<file path="src/rtl/stepper_pkg.sv">
// Shared types and default constants for the stepper motion-profile stage.
package stepper_pkg;

    typedef enum logic [1:0] {
        IDLE   = 2'd0,
        ACCEL  = 2'd1,
        CRUISE = 2'd2,
        DECEL  = 2'd3
    } state_t;

    localparam int CNT_W_DEF        = 24;
    localparam int STEP_W_DEF       = 16;
    localparam int PERIOD_START_DEF = 200000;
    localparam int PERIOD_MIN_DEF   = 20000;
    localparam int ACCEL_DEC_DEF    = 1000;

endpackage

</file>
<file path="src/rtl/stepper_ramp_ctrl_if.sv">
// Command handshake plus step/dir/status outputs of the ramp controller.
interface stepper_ramp_ctrl_if
    import stepper_pkg::*;
#(
    parameter int STEP_W = STEP_W_DEF
);
    logic              cmd_valid;
    logic              cmd_ready;
    logic [STEP_W-1:0] cmd_steps;
    logic              cmd_dir;
    logic              abort;
    logic              step_pulse;
    logic              dir;
    logic              busy;
    logic              done;
    logic [STEP_W-1:0] steps_left;

    modport slave (
        input  cmd_valid, cmd_steps, cmd_dir, abort,
        output cmd_ready, step_pulse, dir, busy, done, steps_left
    );

    modport master (
        output cmd_valid, cmd_steps, cmd_dir, abort,
        input  cmd_ready, step_pulse, dir, busy, done, steps_left
    );
endinterface

</file>
<file path="src/rtl/stepper_ramp_ctrl_step_timer.sv">
// Free-running step interval timer; strobes pulse_o when the current period elapses.
module step_timer #(
    parameter int CNT_W = 24
) (
    input  logic             clk,
    input  logic             rst,
    input  logic             clr_i,
    input  logic             en_i,
    input  logic [CNT_W-1:0] period_i,
    output logic             pulse_o
);
    logic [CNT_W-1:0] timer_q;

    // Period only grows mid-interval (abort/decel), so an equality compare never misses.
    assign pulse_o = en_i && (timer_q == period_i - CNT_W'(1));

    always_ff @(posedge clk) begin
        if (rst) begin
            timer_q <= '0;
        end else if (clr_i || pulse_o) begin
            timer_q <= '0;
        end else if (en_i) begin
            timer_q <= timer_q + CNT_W'(1);
        end
    end
endmodule

</file>
<file path="src/rtl/stepper_ramp_ctrl.sv">
// Trapezoidal/triangular step-rate ramp feeding the 4-phase phase sequencer.
module stepper_ramp_ctrl
    import stepper_pkg::*;
#(
    parameter int CNT_W        = CNT_W_DEF,
    parameter int STEP_W       = STEP_W_DEF,
    parameter int PERIOD_START = PERIOD_START_DEF,
    parameter int PERIOD_MIN   = PERIOD_MIN_DEF,
    parameter int ACCEL_DEC    = ACCEL_DEC_DEF
) (
    input  logic                clk,
    input  logic                rst,
    stepper_ramp_ctrl_if.slave  bus
);
    localparam logic [CNT_W:0]   START_W = (CNT_W+1)'(PERIOD_START);
    localparam logic [CNT_W:0]   MIN_W   = (CNT_W+1)'(PERIOD_MIN);
    localparam logic [CNT_W:0]   DEC_W   = (CNT_W+1)'(ACCEL_DEC);
    localparam logic [CNT_W-1:0] START_N = CNT_W'(PERIOD_START);
    localparam logic [CNT_W-1:0] MIN_N   = CNT_W'(PERIOD_MIN);

    state_t            state_q, state_d;
    logic [CNT_W-1:0]  period_q, period_d;
    logic [STEP_W-1:0] left_q, left_d;
    logic [STEP_W-1:0] ramp_q, ramp_d;
    logic              dir_q, dir_d;
    logic              done_q, done_d;

    logic              pulse, accept, active;
    logic [CNT_W:0]    up_w, dn_w;
    logic [CNT_W-1:0]  per_up, per_dn;
    logic [STEP_W-1:0] left_new, left_src, left_abort, ramp_inc;

    assign active = (state_q != IDLE);
    assign accept = bus.cmd_valid && !active && (bus.cmd_steps != '0);

    step_timer #(.CNT_W(CNT_W)) u_timer (
        .clk      (clk),
        .rst      (rst),
        .clr_i    (accept),
        .en_i     (active),
        .period_i (period_q),
        .pulse_o  (pulse)
    );

    // One extra bit so the add/subtract cannot wrap before saturation.
    assign up_w   = {1'b0, period_q} + DEC_W;
    assign dn_w   = {1'b0, period_q} - DEC_W;
    assign per_up = (up_w > START_W) ? START_N : up_w[CNT_W-1:0];
    assign per_dn = (dn_w[CNT_W] || dn_w < MIN_W) ? MIN_N : dn_w[CNT_W-1:0];

    assign left_new   = (left_q == '0) ? '0 : left_q - STEP_W'(1);
    assign left_src   = pulse ? left_new : left_q;
    assign left_abort = (left_src < ramp_q) ? left_src : ramp_q;
    assign ramp_inc   = (ramp_q == '1) ? ramp_q : ramp_q + STEP_W'(1);

    always_comb begin
        state_d  = state_q;
        period_d = period_q;
        left_d   = left_q;
        ramp_d   = ramp_q;
        dir_d    = dir_q;
        done_d   = 1'b0;
        if (state_q == IDLE) begin
            if (bus.cmd_valid) begin
                if (bus.cmd_steps == '0) begin
                    done_d = 1'b1;
                end else begin
                    dir_d    = bus.cmd_dir;
                    left_d   = bus.cmd_steps;
                    period_d = START_N;
                    ramp_d   = '0;
                    state_d  = ACCEL;
                end
            end
        end else if (bus.abort && state_q != DECEL) begin
            // Any pulse in this cycle is counted first, then the decel budget applied.
            left_d = left_abort;
            if (left_abort == '0) begin
                state_d = IDLE;
                done_d  = 1'b1;
            end else begin
                period_d = per_up;
                state_d  = DECEL;
            end
        end else if (pulse) begin
            left_d = left_new;
            if (left_new == '0) begin
                state_d = IDLE;
                done_d  = 1'b1;
            end else if (state_q != DECEL && left_new <= ramp_q) begin
                period_d = per_up;
                state_d  = DECEL;
            end else if (state_q == ACCEL) begin
                period_d = per_dn;
                ramp_d   = ramp_inc;
                if (per_dn == MIN_N) state_d = CRUISE;
            end else if (state_q == DECEL) begin
                period_d = per_up;
            end
        end
    end

    always_ff @(posedge clk) begin
        if (rst) begin
            state_q  <= IDLE;
            period_q <= START_N;
            left_q   <= '0;
            ramp_q   <= '0;
            dir_q    <= 1'b0;
            done_q   <= 1'b0;
        end else begin
            state_q  <= state_d;
            period_q <= period_d;
            left_q   <= left_d;
            ramp_q   <= ramp_d;
            dir_q    <= dir_d;
            done_q   <= done_d;
        end
    end

    assign bus.cmd_ready  = !active;
    assign bus.step_pulse = pulse;
    assign bus.dir        = dir_q;
    assign bus.busy       = active;
    assign bus.done       = done_q;
    assign bus.steps_left = left_q;
endmodule
</file>
<file path="src/flat_wrapper.sv">
// flat-port wrapper written by rule: the top's interface ports become plain ports
module stepper_ramp_ctrl_flat import stepper_pkg::*;
#(
    parameter int CNT_W        = CNT_W_DEF,
    parameter int STEP_W       = STEP_W_DEF,
    parameter int PERIOD_START = PERIOD_START_DEF,
    parameter int PERIOD_MIN   = PERIOD_MIN_DEF,
    parameter int ACCEL_DEC    = ACCEL_DEC_DEF
)
  (clk, rst, bus_cmd_valid, bus_cmd_steps, bus_cmd_dir, bus_abort, bus_cmd_ready, bus_step_pulse, bus_dir, bus_busy, bus_done, bus_steps_left);
  stepper_ramp_ctrl_if #(.STEP_W(STEP_W)) bus_i ();
  input  logic clk;
  input  logic rst;
  input wire logic [$bits(bus_i.cmd_valid)-1:0] bus_cmd_valid;
  input wire logic [$bits(bus_i.cmd_steps)-1:0] bus_cmd_steps;
  input wire logic [$bits(bus_i.cmd_dir)-1:0] bus_cmd_dir;
  input wire logic [$bits(bus_i.abort)-1:0] bus_abort;
  output wire logic [$bits(bus_i.cmd_ready)-1:0] bus_cmd_ready;
  output wire logic [$bits(bus_i.step_pulse)-1:0] bus_step_pulse;
  output wire logic [$bits(bus_i.dir)-1:0] bus_dir;
  output wire logic [$bits(bus_i.busy)-1:0] bus_busy;
  output wire logic [$bits(bus_i.done)-1:0] bus_done;
  output wire logic [$bits(bus_i.steps_left)-1:0] bus_steps_left;
  assign bus_i.cmd_valid = bus_cmd_valid;
  assign bus_i.cmd_steps = bus_cmd_steps;
  assign bus_i.cmd_dir = bus_cmd_dir;
  assign bus_i.abort = bus_abort;
  assign bus_cmd_ready = bus_i.cmd_ready;
  assign bus_step_pulse = bus_i.step_pulse;
  assign bus_dir = bus_i.dir;
  assign bus_busy = bus_i.busy;
  assign bus_done = bus_i.done;
  assign bus_steps_left = bus_i.steps_left;
  stepper_ramp_ctrl #(.CNT_W(CNT_W), .STEP_W(STEP_W), .PERIOD_START(PERIOD_START), .PERIOD_MIN(PERIOD_MIN), .ACCEL_DEC(ACCEL_DEC)) u_core (.clk(clk), .rst(rst), .bus(bus_i));
endmodule
</file>
<file path="config.mk">
export PLATFORM = sky130hd
export DESIGN_NAME = stepper_ramp_ctrl_flat
export DESIGN_NICKNAME = d
export VERILOG_FILES = /design/src/rtl/stepper_pkg.sv /design/src/rtl/stepper_ramp_ctrl_if.sv /design/src/rtl/stepper_ramp_ctrl_step_timer.sv /design/src/rtl/stepper_ramp_ctrl.sv /design/src/flat_wrapper.sv
export SDC_FILE = /design/constraint.sdc
export NUM_CORES = 1
export LEC_CHECK = 0
export CELL_PAD_IN_SITES_DETAIL_PLACEMENT = 1
export CELL_PAD_IN_SITES_GLOBAL_PLACEMENT = 1
export CORE_MARGIN = 3
export CORE_UTILIZATION = 41
export CTS_CLUSTER_SIZE = 12
export DETAILED_ROUTE_END_ITERATION = 6
export PLACE_DENSITY_LB_ADDON = 0.3
export SYNTH_ARGS = -nofsm -noshare
export SYNTH_HDL_FRONTEND = slang
export SYNTH_SLANG_ARGS = --single-unit
</file>
<file path="constraint.sdc">
create_clock -name clk -period 6.87 [get_ports clk]
set_clock_uncertainty 0.15 [all_clocks]
set_input_delay 1.0305 -clock clk [delete_from_list [all_inputs] [get_ports clk]]
set_output_delay 1.0305 -clock clk [all_outputs]
set_load 0.05 [all_outputs]
</file>
==> results of run 1 <==
## layer usage
| layer | up-vias | part of all wire, % |
|---|---|---|
| li1 | 3807 | - |
| met1 | 4100 | 48 |
| met2 | 250 | 43 |
| met3 | 39 | 6.5 |
| met4 | 0 | 2.1 |
| met5 | - | 0 |
## stage by stage
step / setup WS (ps) / power [mW] / hold slack, ps / util [%] / instances
3_5_place_dp: 512 / 2.60 / 341 / 45.3 / 1244
4_1_cts: 459 / 3.16 / 357 / 47.0 / 1260
6_report: 477 / 3.20 / 344 / 47.1 / 1260
3_3_place_gp: 623 / 2.55 / 324 / 45.3 / 1244
5_1_grt: 56.1 / 3.41 / 384 / 47.1 / 1260
2_1_floorplan: 991 / 2.02 / 335 / - / 1031
## cells in the mapped netlist (all sizes together) (4+ instances only)
cell type / number
nor3b: 6
a21o: 15
a31oi: 10
nor2: 124
a222oi: 16
or3: 14
or2: 8
and4: 5
o32ai: 4
buf: 21
nand4: 43
o22ai: 8
nor4: 39
a21oi: 49
a221o: 5
xor2: 33
inv: 37
a211oi: 9
mux2: 35
o21ai: 43
o31ai: 5
dfxtp: 84
nor2b: 4
ha: 39
nor3: 34
xnor2: 47
a211o: 4
clkbuf: 59
o211ai: 11
nand3: 37
o21a: 7
or4: 6
and2: 10
mux2i: 7
nand2: 73
a2111oi: 4
nand2b: 10
and3: 11
## how the worst max path moves through the flow
stage | from | to | cells after the start
after CTS | u_core.period_q[3]$_SDFFE_PP0P_ | u_core.bus.steps_left[9]$_SDFFE_PP0P_ | 22
after global placement | u_core.period_q[3]$_SDFFE_PP0P_ | u_core.bus.steps_left[1]$_SDFFE_PP0P_ | 22
after global routing | u_core.period_q[0]$_SDFFE_PP0P_ | u_core.bus.steps_left[9]$_SDFFE_PP0P_ | 22
after floorplan | u_core.period_q[3]$_SDFFE_PP0P_ | u_core.bus.steps_left[13]$_SDFFE_PP0P_ | 24
final | u_core.period_q[3]$_SDFFE_PP0P_ | u_core.bus.steps_left[0]$_SDFFE_PP0P_ | 22
after detailed placement | u_core.period_q[3]$_SDFFE_PP0P_ | u_core.bus.steps_left[9]$_SDFFE_PP0P_ | 22
## cell families (layout without fill, tap and decap cells)
| group | Yosys count | in the layout | share of synthesized area, % |
|---|---|---|---|
| xor+xnor | 80 | 80 | 9.00 |
| flops | 84 | 84 | 21.6 |
| compound gates | 230 | 230 | 20.8 |
| simple gates | 439 | 439 | 30.2 |
| buf+inv | 117 | 117 | 6.22 |
| fa+ha+maj | 39 | 39 | 6.27 |
| mux | 42 | 42 | 5.96 |
## report_power, final
part / internal [mW] / total [mW] / switching [mW]
Clock: 0.321 / 0.544 / 0.224
Sequential: 0.535 / 0.670 / 0.136
Combinational: 0.722 / 1.98 / 1.26
## worst max-delay path: stages (launching register included)
cell and delay (ps):
dfxtp_1 380, inv_1 110, ha_1 220, or4b_4 520, nor4_1 310, xnor2_1 200, nand4_1 170, nor4_2 480
and2_1 420, buf_4 240, mux2_2 360, ha_1 180, a21o_1 190, a21o_1 220, a211oi_1 340, nand4_1 170
nor2_1 120, nand3_1 80, o311a_1 230, nand2_2 380, mux2_1 380, a222oi_1 310, nor2_1 80
## final cells by class
cell class,instances,share of cell area (%)
Clock inverter,5,0.971
Sequential cell,84,19.5
Multi-Input combinational cell,830,65.2
Clock buffer,11,2.70
Timing Repair Buffer,64,6.70
Tap cell,229,3.32
Inverter,37,1.61
## timing repair
item                       4_1_cts  5_1_grt
setup endpoints to repair        0       20
hold buffers                     0        0
gates resized for setup          0        1
## state kept, by name, summed over array words and instances, names as in the netlist
name / flops
u_core.bus.dir: 1
u_core.ramp_q: 16
u_core.period_q: 24
u_core.bus.steps_left: 16
u_core.bus.done: 1
u_core.u_timer.timer_q: 24
u_core.state_q: 2
==> results.sh, run 1 <==
export IMPL_startpoint_type="flip-flop"
export IMPL_grt_pass1_vias=7957
export IMPL_ys_warn_count=0
export IMPL_cp_required_ps=6930
export IMPL_core_area_um2=18300
export IMPL_wl_per_cell_um=22.3
export IMPL_netlist_area_um2=7780
export IMPL_synth_seq_area_share_pct=21.6
export IMPL_peakVddDrop_uv=177
export IMPL_grtUsageMet2_pct=41.1
export IMPL_antennaDiodeCount=0
export IMPL_synth_edf_count=0
export IMPL_rsz0062_at_grt="no"
export IMPL_ant_nets=0
export IMPL_seq_area_um2=1680
export IMPL_tns_ps=0
export IMPL_setup_viol=0
export IMPL_drcViolationCount=0
export IMPL_placed_area_um2=8300
export IMPL_wirelength_um=28100
export IMPL_ys_types=84
export IMPL_firstDrtPassIters=6
export IMPL_met3_usage_pct=5.52
export IMPL_clkSlewWorstSetupHoldPaths_ps=70
export IMPL_path_class="flip-flop to flip-flop"
export IMPL_multiInputGateArea_um2=5630
export IMPL_r2r_start="u_core.period_q[3]$_SDFFE_PP0P_"
export IMPL_core_rowCount=49
export IMPL_drt_iter0_markers=974
export IMPL_cts_buffer_depth=2
export IMPL_die_w_um=144
export IMPL_cts_setup_buffers=0
export IMPL_met1_usage_pct=40.2
export IMPL_area_delta_synth_final_pct=10.9
export IMPL_endpoint_kind="flip-flop"
export IMPL_h_tree_depth=3
export IMPL_p_leak_nw=3.07
export IMPL_fin_area_um2=8630
export IMPL_final_common_cell="nor2_1"
export IMPL_syn_avg_cell_area_um2=7.55
export IMPL_cts_root_buffer_cell="clkbuf_16"
export IMPL_ys_flop_type="dfxtp_1"
export IMPL_synth_cells=1031
export IMPL_path_max_fanout=16
export IMPL_die_h_um=144
export IMPL_p_per_area_nw_per_um2=370
export IMPL_grt_max_degree=44
export IMPL_hold_viol_final=0
export IMPL_fmax_mhz=156
export IMPL_vias_per_cell=6.50
export IMPL_gp_congestion=0.911
export IMPL_hold_end="u_core.bus.dir$_SDFFE_PP0P_"
export IMPL_grt_ovfl_total=0
export IMPL_synth_top_cell_area_share_pct=21.6
export IMPL_whs_path_depth=2
export IMPL_clock_latency_ps=360
export IMPL_ios=42
export IMPL_slew_headroom_pct=31.0
export IMPL_initial_core_util_pct=42.5
export IMPL_drv_slew=0
export IMPL_mostFrequentLayoutCells="nor2_1, dfxtp_1, nand2_1"
export IMPL_synth_seq_cells=84
export IMPL_nFillCells=2253
export IMPL_max_cap_violations=0
export IMPL_rr_worst_depth=22
export IMPL_portBuffers=41
export IMPL_critPathArrivalTime_ps=6450
export IMPL_async_flop_share_pct=0
export IMPL_numClockSinks=84
export IMPL_grt_pass1_wl_um=44900
export IMPL_vias=8196
export IMPL_busiest_layer="met2"
export IMPL_grtUsageTotal_pct=27.4
export IMPL_hold_path_class="flip-flop to flip-flop"
export IMPL_synth_area_leader_cell="dfxtp_1"
export IMPL_nets=1086
export IMPL_drive_above_1_share_pct=9.80
export IMPL_post_route_period_util_pct=93.1
export IMPL_dieArea_um2=20700
export IMPL_r2r_slack_ps=480
export IMPL_dp_hpwl_um=21100
export IMPL_cts_buffers=9
export IMPL_worst_pin_slew_ps=1030
export IMPL_syn_nets=1091
export IMPL_hp_start="u_core.bus.dir$_SDFFE_PP0P_"
export IMPL_status="finished, final reports clean"
export IMPL_layout_min_cycle_time_ps=6390
export IMPL_cts_tree="yes"
export IMPL_antenna_found_initial=0
export IMPL_r2r_end="u_core.bus.steps_left[0]$_SDFFE_PP0P_"
export IMPL_synth_area_leaders="dfxtp_1, ha_1, nor2_1, xnor2_1, mux2_2"
(Power assumes the default switching activity.)
==> run 2: changes to the inputs <==
SKIP_LAST_GASP = 1   (was not set)
==> results of run 2 <==
No change in the layout: final DEF, timing and power equal those of run 1.
==> run 3: changes to the inputs <==
CORE_MARGIN = 2   (was 3)
SETUP_SLACK_MARGIN = 0.4   (was not set)
clock period = 8.1 ns   (was 6.87 ns; I/O delays follow)
==> run 3 against run 2 <==
Net effect:
- critical path depth stayed put
- routed wire length is 2.0% lower
- via count is 1.6% lower
- hold slack better by 17 ps
- global-route usage is 0.32 points higher
==> results.sh, run 3 (synthesis results as in run 1) <==
export IMPL_status="finished, final reports clean"
export IMPL_path_buf_inv=2
export IMPL_fmax_mhz=146
export IMPL_top_regs="u_core.period_q (24), u_core.u_timer.timer_q (24)"
export IMPL_ant_nets=0
export IMPL_peakVddDrop_uv=253
export IMPL_core_area_um2=18600
export IMPL_path_max_fanout=18
export IMPL_core_rowCount=50
export IMPL_cts_tree="yes"
export IMPL_drive_above_1_share_pct=9.29
export IMPL_drt_iter0_markers=677
export IMPL_vias=8067
export IMPL_post_route_util_pct=46.0
export IMPL_wirelength_um=27500
export IMPL_r2r_slack_ps=1240
export IMPL_nets=1078
export IMPL_setup_viol=0
export IMPL_timing_hold_ws_ps=361
export IMPL_ios=42
export IMPL_grt_pass1_wl_um=44000
export IMPL_grt_ovfl_total=0
export IMPL_rsz0062_at_grt="no"
export IMPL_cp_cell_sequence="inv_1 > ha_1 > nor4b_2 > nand3_1 > nor4_1 > o22ai_1 > nor4_2 > and2_1 > buf_4 > mux2_2 > ha_1 > a21o_1 > a21oi_1 > a2bb2oi_1 > nand4_1 > nor2_1 > nand3_1 > o311a_1 > nand2_2 > mux2_2 > a222oi_1 > nor2_1"
export IMPL_firstDrtPassIters=6
export IMPL_portBuffers=41
export IMPL_dp_hpwl_um=20600
export IMPL_worst_pin_slew_ps=993
export IMPL_dieArea_um2=20100
export IMPL_cp_slowest_cell="nor4b_2"
export IMPL_antenna_found_initial=0
export IMPL_h_tree_depth=3
export IMPL_initial_core_util_pct=41.7
export IMPL_critPathArrivalTime_ps=6930
export IMPL_grt_max_degree=44
export IMPL_drcViolationCount=0
export IMPL_path_class="flip-flop to flip-flop"
export IMPL_numClockSinks=84
export IMPL_cp_required_ps=8160
export IMPL_endpoint_kind="flip-flop"
export IMPL_cts_setup_buffers=0
export IMPL_hold_viol_final=0
export IMPL_rr_worst_depth=22
export IMPL_cts_buffer_depth=2
export IMPL_cts_buffers=9
export IMPL_placed_area_um2=8250
export IMPL_fin_area_um2=8580
export IMPL_hold_path_class="flip-flop to flip-flop"
export IMPL_slew_headroom_pct=33.6
export IMPL_area_delta_synth_final_pct=10.2
export IMPL_grtUsageTotal_pct=27.7
export IMPL_vias_per_cell=6.42
export IMPL_wl_per_cell_um=21.9
export IMPL_hold_end="u_core.bus.dir$_SDFFE_PP0P_"
export IMPL_final_cell_count_no_fill=1257
export IMPL_slowest_delay_ps=600
export IMPL_mostFrequentLayoutCells="nor2_1, dfxtp_1, nand2_1"
export IMPL_antennaDiodeCount=0
export IMPL_path_delay_family="simple AND/OR/NAND/NOR gates"
export IMPL_whs_path_depth=2
export IMPL_final_common_cell="nor2_1"
export IMPL_post_route_period_util_pct=84.7
export IMPL_startpoint="u_core.period_q[4]$_SDFFE_PP0P_"
export IMPL_p_per_area_nw_per_um2=316
export IMPL_p_leak_nw=3.03
export IMPL_startpoint_type="flip-flop"
export IMPL_tns_ps=0
export IMPL_gp_congestion=0.897
export IMPL_clock_latency_ps=370
export IMPL_r2r_start="u_core.period_q[4]$_SDFFE_PP0P_"
export IMPL_nFillCells=2288
export IMPL_dp_cells=1241
export IMPL_cts_root_buffer_cell="clkbuf_16"
export IMPL_r2r_end="u_core.bus.steps_left[3]$_SDFFE_PP0P_"
export IMPL_die_w_um=142
export IMPL_clkSlewWorstSetupHoldPaths_ps=80
export IMPL_max_cap_violations=0
export IMPL_grt_pass1_vias=7793
export IMPL_hp_start="u_core.bus.dir$_SDFFE_PP0P_"
export IMPL_layout_min_cycle_time_ps=6860
export IMPL_die_h_um=142
export IMPL_drv_slew=0
==> run 3: changes by cell type in the layout (fill, tap and decap cells not counted), moves of 2 or more <==
cell,previous run,this run
buf_4,23,15
clkbuf_1,2,0
clkinv_4,0,2
clkinvlp_4,2,0
inv_6,1,3
==> run 3: worst max path at each step <==
stage	endpoint	slack, ps	cells past startpoint
floorplan	u_core.bus.steps_left[13]$_SDFFE_PP0P_	2220	24
global placement	u_core.period_q[23]$_SDFFE_PP0P_	1460	22
detailed placement	u_core.period_q[19]$_SDFFE_PP0P_	1040	22
CTS	u_core.period_q[19]$_SDFFE_PP0P_	990	22
global route	u_core.bus.steps_left[3]$_SDFFE_PP0P_	650	22
finish	u_core.bus.steps_left[3]$_SDFFE_PP0P_	1240	22
==> run 3: power breakdown <==
part | switching, mW | total, mW | internal, mW
Sequential | 0.117 | 0.571 | 0.453
Combinational | 1.06 | 1.66 | 0.608
Clock | 0.205 | 0.480 | 0.275
Total | 1.38 | 2.71 | 1.34
==> run 3: cell type report <==
cell class | instances | area (um^2) | share of cell area, %
Clock inverter | 7 | 104 | 1.21
Sequential cell | 84 | 1680 | 19.6
Clock buffer | 9 | 225 | 2.63
Tap cell | 234 | 293 | 3.41
Timing Repair Buffer | 56 | 518 | 6.04
Inverter | 37 | 139 | 1.62
Multi-Input combinational cell | 830 | 5620 | 65.5
==> run 3: repair_timing <==
action | 4_1_cts | 5_1_grt
hold buffers | 0 | 0
endpoints found under the setup margin | 0 | 1
resized for setup | 0 | 1
==> run 3: worst register-to-register path, stage by stage, from the launching register on <==
cell and delay, ps:
dfxtp_1 490, inv_1 190, ha_1 400, nor4b_2 600, nand3_1 220, nor4_1 350, o22ai_1 160, nor4_2 520
and2_1 320, buf_4 290, mux2_2 380, ha_1 290, a21o_1 180, a21oi_1 170, a2bb2oi_1 250, nand4_1 170
nor2_1 130, nand3_1 90, o311a_1 210, nand2_2 350, mux2_2 410, a222oi_1 340, nor2_1 70
==> run 3: metal layers <==
metal / GRT usage [%] / share of wire (%) / wire length [um]
met1: 39.4 / 47 / 12800
met2: 43.4 / 46 / 12500
met3: 3.24 / 5.4 / 1480
met4: 9.42 / 2.5 / 688
met5: 0 / 0 / 0
==> run 3: per-stage QoR <==
step | total power, mW | setup slack, ps
floorplan | 1.71 | 2220
global placement | 2.16 | 1460
detailed placement | 2.20 | 1040
CTS | 2.69 | 988
global route | 2.89 | 654
finish | 2.71 | 1240
